### src/rtl/song_sequencer.sv
// song_sequencer: playback controller for the song_reader / notes_player /
// beat_generator chain. Turns one-cycle button pulses and the song_done status
// into a play enable, a song select and a flush reset for the player. It also
// counts the beats elapsed in the current song.
//
// Ports:
//   clk           system clock
//   reset         synchronous, active-low reset
//   play_button   1-cycle pulse: toggle play/pause
//   next_button   1-cycle pulse: skip to next song
//   prev_button   1-cycle pulse: go to previous song
//   repeat_mode   1 = wrap from the last song to song 0 and keep playing
//   song_done     current song finished (from song_reader)
//   beat          1-cycle beat tick (from beat_generator)
//   play          play enable to song_reader/notes_player
//   song          current song index
//   player_reset  active-high flush to song_reader/notes_player
//   song_changed  1-cycle pulse when the song index updates
//   all_done      1-cycle pulse: last song finished with repeat off
//   beat_count    beats elapsed in the current song, saturating
//
// All outputs are registered.
module song_sequencer #(
    parameter int NUM_SONGS    = 4,
    parameter int SONG_W       = 2,
    parameter int FLUSH_CYCLES = 4,
    parameter int BEAT_W       = 16
) (
    input  logic              clk,
    input  logic              reset,
    input  logic              play_button,
    input  logic              next_button,
    input  logic              prev_button,
    input  logic              repeat_mode,
    input  logic              song_done,
    input  logic              beat,
    output logic              play,
    output logic [SONG_W-1:0] song,
    output logic              player_reset,
    output logic              song_changed,
    output logic              all_done,
    output logic [BEAT_W-1:0] beat_count
);

    // The counter width always has at least one bit, even for FLUSH_CYCLES=1.
    localparam int CNT_W = $clog2(FLUSH_CYCLES + 1);
    localparam logic [SONG_W-1:0] SONG_LAST  = SONG_W'(NUM_SONGS - 1);
    localparam logic [CNT_W-1:0]  FLUSH_LOAD = CNT_W'(FLUSH_CYCLES - 1);
    localparam logic [BEAT_W-1:0] BEAT_MAX   = {BEAT_W{1'b1}};

    typedef enum logic [1:0] {
        ST_PAUSED  = 2'd0,
        ST_PLAYING = 2'd1,
        ST_FLUSH   = 2'd2
    } state_t;

    state_t             state_q, state_d;
    state_t             ret_q, ret_d;
    logic [CNT_W-1:0]   flush_cnt_q, flush_cnt_d;
    logic               play_q, play_d;
    logic [SONG_W-1:0]  song_q, song_d;
    logic               player_reset_q, player_reset_d;
    logic               song_changed_q, song_changed_d;
    logic               all_done_q, all_done_d;
    logic [BEAT_W-1:0]  beat_count_q, beat_count_d;

    // Event qualification. song_done only matters while playing. next and prev
    // pressed together cancel each other, which lets play_button through.
    logic   ev_done, ev_next, ev_prev;
    logic   enter_flush;
    state_t new_ret;

    // Index wrap uses explicit compares so a non-power-of-2 NUM_SONGS works.
    logic [SONG_W-1:0] song_inc, song_dec;

    assign song_inc = (song_q == SONG_LAST) ? '0 : song_q + 1'b1;
    assign song_dec = (song_q == '0) ? SONG_LAST : song_q - 1'b1;

    assign ev_done = (state_q == ST_PLAYING) && song_done;
    assign ev_next = next_button && !prev_button;
    assign ev_prev = prev_button && !next_button;

    always_comb begin
        state_d        = state_q;
        ret_d          = ret_q;
        flush_cnt_d    = flush_cnt_q;
        play_d         = play_q;
        song_d         = song_q;
        player_reset_d = player_reset_q;
        song_changed_d = 1'b0;
        all_done_d     = 1'b0;
        beat_count_d   = beat_count_q;
        enter_flush    = 1'b0;
        new_ret        = state_q;

        case (state_q)
            ST_PAUSED, ST_PLAYING: begin
                if (ev_done) begin
                    enter_flush = 1'b1;
                    if (song_q == SONG_LAST) begin
                        song_d     = '0;
                        new_ret    = repeat_mode ? ST_PLAYING : ST_PAUSED;
                        all_done_d = !repeat_mode;
                    end else begin
                        song_d  = song_q + 1'b1;
                        new_ret = ST_PLAYING;
                    end
                end else if (ev_next) begin
                    enter_flush = 1'b1;
                    song_d      = song_inc;
                end else if (ev_prev) begin
                    enter_flush = 1'b1;
                    song_d      = song_dec;
                end else begin
                    // A beat in the same cycle as a pause still counts: it
                    // arrived while the song was playing.
                    if (beat && (state_q == ST_PLAYING) && (beat_count_q != BEAT_MAX)) begin
                        beat_count_d = beat_count_q + 1'b1;
                    end
                    if (play_button) begin
                        state_d = (state_q == ST_PLAYING) ? ST_PAUSED : ST_PLAYING;
                        play_d  = (state_q == ST_PAUSED);
                    end
                end

                if (enter_flush) begin
                    state_d        = ST_FLUSH;
                    ret_d          = new_ret;
                    flush_cnt_d    = FLUSH_LOAD;
                    song_changed_d = 1'b1;
                    play_d         = 1'b0;
                    player_reset_d = 1'b1;
                    beat_count_d   = '0;
                end
            end

            ST_FLUSH: begin
                // The entry cycle is the first flush cycle. Leave once the
                // counter has run down to zero.
                if (flush_cnt_q == '0) begin
                    state_d        = ret_q;
                    player_reset_d = 1'b0;
                    play_d         = (ret_q == ST_PLAYING);
                end else begin
                    flush_cnt_d = flush_cnt_q - 1'b1;
                end
            end

            default: begin
                state_d        = ST_PAUSED;
                play_d         = 1'b0;
                player_reset_d = 1'b0;
            end
        endcase
    end

    always_ff @(posedge clk) begin
        if (!reset) begin
            state_q        <= ST_PAUSED;
            ret_q          <= ST_PAUSED;
            flush_cnt_q    <= '0;
            play_q         <= 1'b0;
            song_q         <= '0;
            player_reset_q <= 1'b0;
            song_changed_q <= 1'b0;
            all_done_q     <= 1'b0;
            beat_count_q   <= '0;
        end else begin
            state_q        <= state_d;
            ret_q          <= ret_d;
            flush_cnt_q    <= flush_cnt_d;
            play_q         <= play_d;
            song_q         <= song_d;
            player_reset_q <= player_reset_d;
            song_changed_q <= song_changed_d;
            all_done_q     <= all_done_d;
            beat_count_q   <= beat_count_d;
        end
    end

    assign play         = play_q;
    assign song         = song_q;
    assign player_reset = player_reset_q;
    assign song_changed = song_changed_q;
    assign all_done     = all_done_q;
    assign beat_count   = beat_count_q;

endmodule

### config.mk
export PLATFORM = sky130hd
export DESIGN_NAME = song_sequencer
export DESIGN_NICKNAME = d
export VERILOG_FILES = /design/src/rtl/song_sequencer.sv
export SDC_FILE = /design/constraint.sdc
export NUM_CORES = 1
export LEC_CHECK = 0
export ABC_AREA = 1
export ABC_CLOCK_PERIOD_IN_PS = 4750
export CORE_ASPECT_RATIO = 1.25
export CORE_MARGIN = 4
export CORE_UTILIZATION = 39
export CTS_CLUSTER_SIZE = 25
export DETAILED_ROUTE_END_ITERATION = 8
export PLACE_DENSITY = 0.6
export SYNTH_ARGS = -nofsm -noshare
export SYNTH_HDL_FRONTEND = slang
export SYNTH_SLANG_ARGS = --single-unit
### constraint.sdc
create_clock -name clk -period 4.75 [get_ports clk]
set_clock_uncertainty 0.1 [all_clocks]
set_input_delay 0.475 -clock clk [delete_from_list [all_inputs] [get_ports clk]]
set_output_delay 0.475 -clock clk [all_outputs]
set_load 0.005 [all_outputs]
* Word level (Yosys, flattened, before mapping)
Index checks and enable logic that the tools add are counted.
Widths: inputs -> output; s select.
** Storage, ports and cells
- Flip-flop bits (word level) :: 29
- Output and inout bits :: 22
- Word-level logic and storage cells :: 90
** Operators by class
- $add $sub $neg :: 4
- Equal/unequal tests :: 15
- Muxes and demuxes :: 39
- Reduce and logical (&&, ||, !) cells :: 23
** Operators by type and width (count)
- $mux 16 :: 5
- $mux 2 :: 12
- $add 16x1->16 const B :: 1
- $mux 1 :: 16
- $ne 16x16->1 const B :: 1
- $ne 3x3->1 const B :: 4
- $reduce_and 5->1 :: 2
- $reduce_and 2->1 :: 4
- $mux 3 :: 2
- $ne 2x1->1 const B :: 3
- $ne 2x2->1 const B :: 3
- $pmux 3 s2 :: 1
- $logic_and 1x1->1 :: 5
- $eq 2x1->1 const B :: 2
- $eq 2x2->1 const B :: 2
- $logic_not 2->1 :: 2
- $pmux 1 s2 :: 2
- $pmux 2 s2 :: 1
- $reduce_and 4->1 :: 1
- $reduce_bool 2->1 :: 2
- $logic_not 1->1 :: 3
- $logic_not 3->1 :: 1
- $reduce_and 3->1 :: 1
- $reduce_bool 3->1 :: 1
- 4 further kinds :: 4

* Logic depth before layout (Yosys ltp)
- Depth in word-level cells :: 8
- Depth in mapped cells :: 10

* Worst setup path after synthesis
Ideal clock, no wire load.
- Kind :: register to register
- From :: register beat_count_q[0], in the netlist beat_count[0]
- To :: register beat_count_q[4], in the netlist beat_count[4]
- Library setup time :: 0.114 ns
- Data arrival time :: 1.437 ns
- Required time :: 4.536 ns
- Path slack :: 3.099 ns
- Stages on the path, launching flop included :: 10
- Buffers on the path :: 1
- Path through :: dfxtp_1 -> ha_1 -> nand2_2 -> nor2_8 -> nand3_4 -> o21bai_4 -> nand2_4 -> buf_6 -> a21oi_1 -> nor2_1
** Between the ends
- Longest elaborated chain between the ends :: 6
** Ends and longest elaborated chain
- start: declaration :: RTL line 65 : logic [BEAT_W-1:0] beat_count_q, beat_count_d;
- start signal: assignment :: RTL line 177 : beat_count_q <= beat_count_d;
- $add 16x1->16 :: RTL line 118 : beat_count_d = beat_count_q + 1'b1;
- $mux 16 :: RTL line 117 : if (beat && (state_q == ST_PLAYING) && (beat_count_q != BEAT_MAX)) begin
- $mux 16 :: RTL line 111 : end else if (ev_prev) begin
- $mux 16 :: RTL line 108 : end else if (ev_next) begin
- $mux 16 :: RTL line 98 : if (ev_done) begin
- $mux 16 :: RTL line 126 : if (enter_flush) begin
Several ways; a longest one is shown, not always the timed one. The select of a mux whose other input is x is not followed.
A chain may end at the register's enable or synchronous reset.

* Worst setup path in the final report
- From :: input port prev_button
- To :: register beat_count_q[14], in the netlist beat_count[14]
** Between the ends
- Longest elaborated chain between the ends :: 7
** Ends and longest elaborated chain
- start: declaration :: RTL line 33 : input logic prev_button,
- $logic_and 1x1->1 or $logic_not 1->1 (tied branches) :: RTL line 81, 80
- $mux 1 or $logic_and 1x1->1 (tied branches) :: RTL line 111, 80
- $mux 1 :: RTL line 108
- $mux 1 :: RTL line 98
- $mux 1 :: RTL line 96 : case (state_q)
- $ne 2x1->1 (no line) or $reduce_bool 2->1 (tied branches)
- $reduce_and 5->1 (no line)
Several ways; a longest one is shown, not always the timed one. The select of a mux whose other input is x is not followed.

==> out/metrics.cfg <==
[status]
status = completed

[pwr]
power.internal_mw = 0.475
finalPower_mw = 0.656
p_per_area_nw_per_um2 = 304
switching_share = 0.276
switching_power_mw = 0.181
power.sequential.fraction = 0.407
p_leak_nw = 0.911
pwr-share-comb = 0.182
clkPwrFrac = 0.410
vdd_drop_max_v = 0.000176

[drt]
ant_nets = 0
drtIter0Drc = 91
vias = 1656
wl_per_cell_um = 12.0
firstDrtPassIters = 4
remaining_drc_errors = 0
vias_per_cell = 4.84
finalWirelength_mm = 4.10

[yosys]
ys_seq_area_frac = 0.336
synth_compound_area_frac = 0.108
synth_top_family_by_area = simple AND/OR/NAND/NOR gates
synth-simple-area-share = 0.378
syn_avg_cell_area_um2 = 6.81
yosys_warnings = 0
postSynthCellCount = 254
synth_area_um2 = 1730
synth_fp_nets = 269
synth.distinct_cells = 25
yosys.area_share.xor_xnor = 0.0202
synth_area_leader_cell = dfxtp_1
synth_area_leaders = dfxtp_1 34%, nand2_1 12%, nand3_1 7.8%
muxShareOfSynthArea = 0
synth_top_area_frac = 0.336
synthAdderAreaFrac = 0.0506
synth.ff_latch_count = 29

[place]
hpwl_mm = 3.03
dpl.cell_count = 334
gp_congestion = 0.827
port-buffer-count = 29

[clocking]
root_buffer = clkbuf_8
clkLatencyLatePin_ps = 280
clkSinkCount = 29
clkTransAtPathRegs_ps = 60
clockBufferDepth = 2
ctsResizeCount = 0
cts_tree = yes
numCtsBuffers = 5
cts_htree_levels = 2
cts-hold-fix-buffers = 0
post_cts_buffers = 0

[floorplanning]
die_x_um = 67.6
dieArea_um2 = 5570
fp.coreArea_um2 = 4200
rows = 26
die_h_um = 82.5
ios = 30
initial_core_util = 0.412

[sta]
min_period_over_period = 0.454
rsz0062_at_grt = no
tightest_slew_ps = 606
slew_viol_final = 0
layout_min_cycle_time_ps = 2160
hold_viol = 0
setup_viol = 0
fin_setup_tns_ps = 0
fmax_mhz = 464
slew_headroom = 0.595

[global_route]
grt_first_pass_wirelength_mm = 7.09
antenna_found_initial = 0
grt_util_all_layers = 0.168
overflow = 0
grt_max_degree = 18
grt_pass1_vias = 1576

[cells_and_area]
layout_common_cells = 57 x nand2_1, 33 x inv_1, 30 x nor2_1, 29 x dfxtp_1, 29 x clkdlybuf4s50_1
layout.nets = 300
final-instance-count-excl-fill = 342
antennaDiodeCount = 0
drive_above_1_share = 0.0804
syn_to_final_growth_pct = 24.8
layout_commonest_cell = nand2_1

[setup_path]
worstPathMaxFanout = 14
cp.required_ps = 4830
cp_cell_sequence = clkdlybuf4s50_1 > inv_1 > ha_1 > nor2_1 > nand3_1 > o21bai_4 > nand2_4 > nand3_1 > nand2_1 > nor2_1
slowest_stage = clkdlybuf4s50_1
crit_type = input port to flop
critPathArrivalTime_ps = 2230
slowest_delay_ps = 480
start_kind = input port
cp-end-kind = flop
rrSetupSlack_ps = 2780

[job]
maxCapViolations = 0

[worst_hold_path]
hp-class = flop to flop

-- cells in the mapped netlist --
cell type  number
nor2_1         30
o21bai_4        1
nor2_4          2
a21oi_1        22
clkbuf_1        1
clkbuf_8        1
buf_4           1
a211oi_1        1
nand2_1        57
nor2_8          1
nor3_1          2
inv_1          33
buf_6           2
clkinv_1        1
dfxtp_1        29
nand3_1        27
nand3_4         1
inv_2           3
ha_1            7
nand2_2         6
xnor2_1         3
o21ai_0        10
nand2_4         2
nand4_1        10
xor2_1          1
-- power groups by stage --
stage	Sequential, mW	Combinational (mW)	Clock (mW)
after floorplan	0.271	0.0876	0
after global placement	0.273	0.120	0
after detailed placement	0.273	0.121	0
after CTS	0.267	0.122	0.276
after global routing	0.269	0.138	0.290
final	0.267	0.120	0.269
-- metal layers --
metal / part of all wire / vias up / GRT usage
met3: 0.040 / 6 / 0.0392
met1: 0.46 / 746 / 0.190
met4: 0.018 / 0 / 0.0771
li1: - / 878 / -
met2: 0.48 / 26 / 0.295
met5: 0 / - / 0
-- through the flow --
step / area (µm²) / setup slack [ps] / hold WS [ps] / utilization
floorplan: 1730 / 3100 / 325 / -
global placement: 2040 / 2290 / 350 / 0.487
detailed placement: 2040 / 2280 / 350 / 0.487
CTS: 2160 / 2580 / 361 / 0.515
global route: 2160 / 2420 / 384 / 0.515
finish: 2160 / 2590 / 361 / 0.515
-- final timing paths --
kind | from | end | depth (start not counted)
max | prev_button | beat_count[14] | 10
min | ret_q[1] | ret_q[1] | 2
max reg2reg | beat_count[0] | beat_count[3] | 8
min reg2reg | ret_q[1] | ret_q[1] | 2
-- layout make-up --
type,count,area (µm²)
multi-input combinational,183,963
sequential,29,581
tap,56,70.1
fill,434,2040
clock buffer,7,86.3
timing repair buffer,29,290
inverter,37,139
clock inverter,1,30.0
-- logic make-up (layout without fill, tap and decap cells) --
| group | after synthesis | in the layout |
|---|---|---|
| buffers and inverters | 42 | 74 |
| XOR/XNOR | 4 | 4 |
| flip-flops | 29 | 29 |
| AND/OR/NAND/NOR | 138 | 138 |
| adder cells (fa/ha/maj) | 7 | 7 |
| AO/OA/AOI/OAI | 34 | 34 |
-- state kept, by name, indices dropped and copies added (netlist names), 2 cells and up --
signal       count
beat_count      16
state_q          2
song             2
ret_q            2
flush_cnt_q      3
-- worst max-delay path, delay by kind of cell --
family | cells | cell delay (ps)
and+or+nand+nor | 6 | 770
buffers and inverters | 2 | 530
adders and majority gates | 1 | 180
AOI/OAI and AO/OA | 1 | 280
No activity file was read; power rests on OpenSTA's default activity.
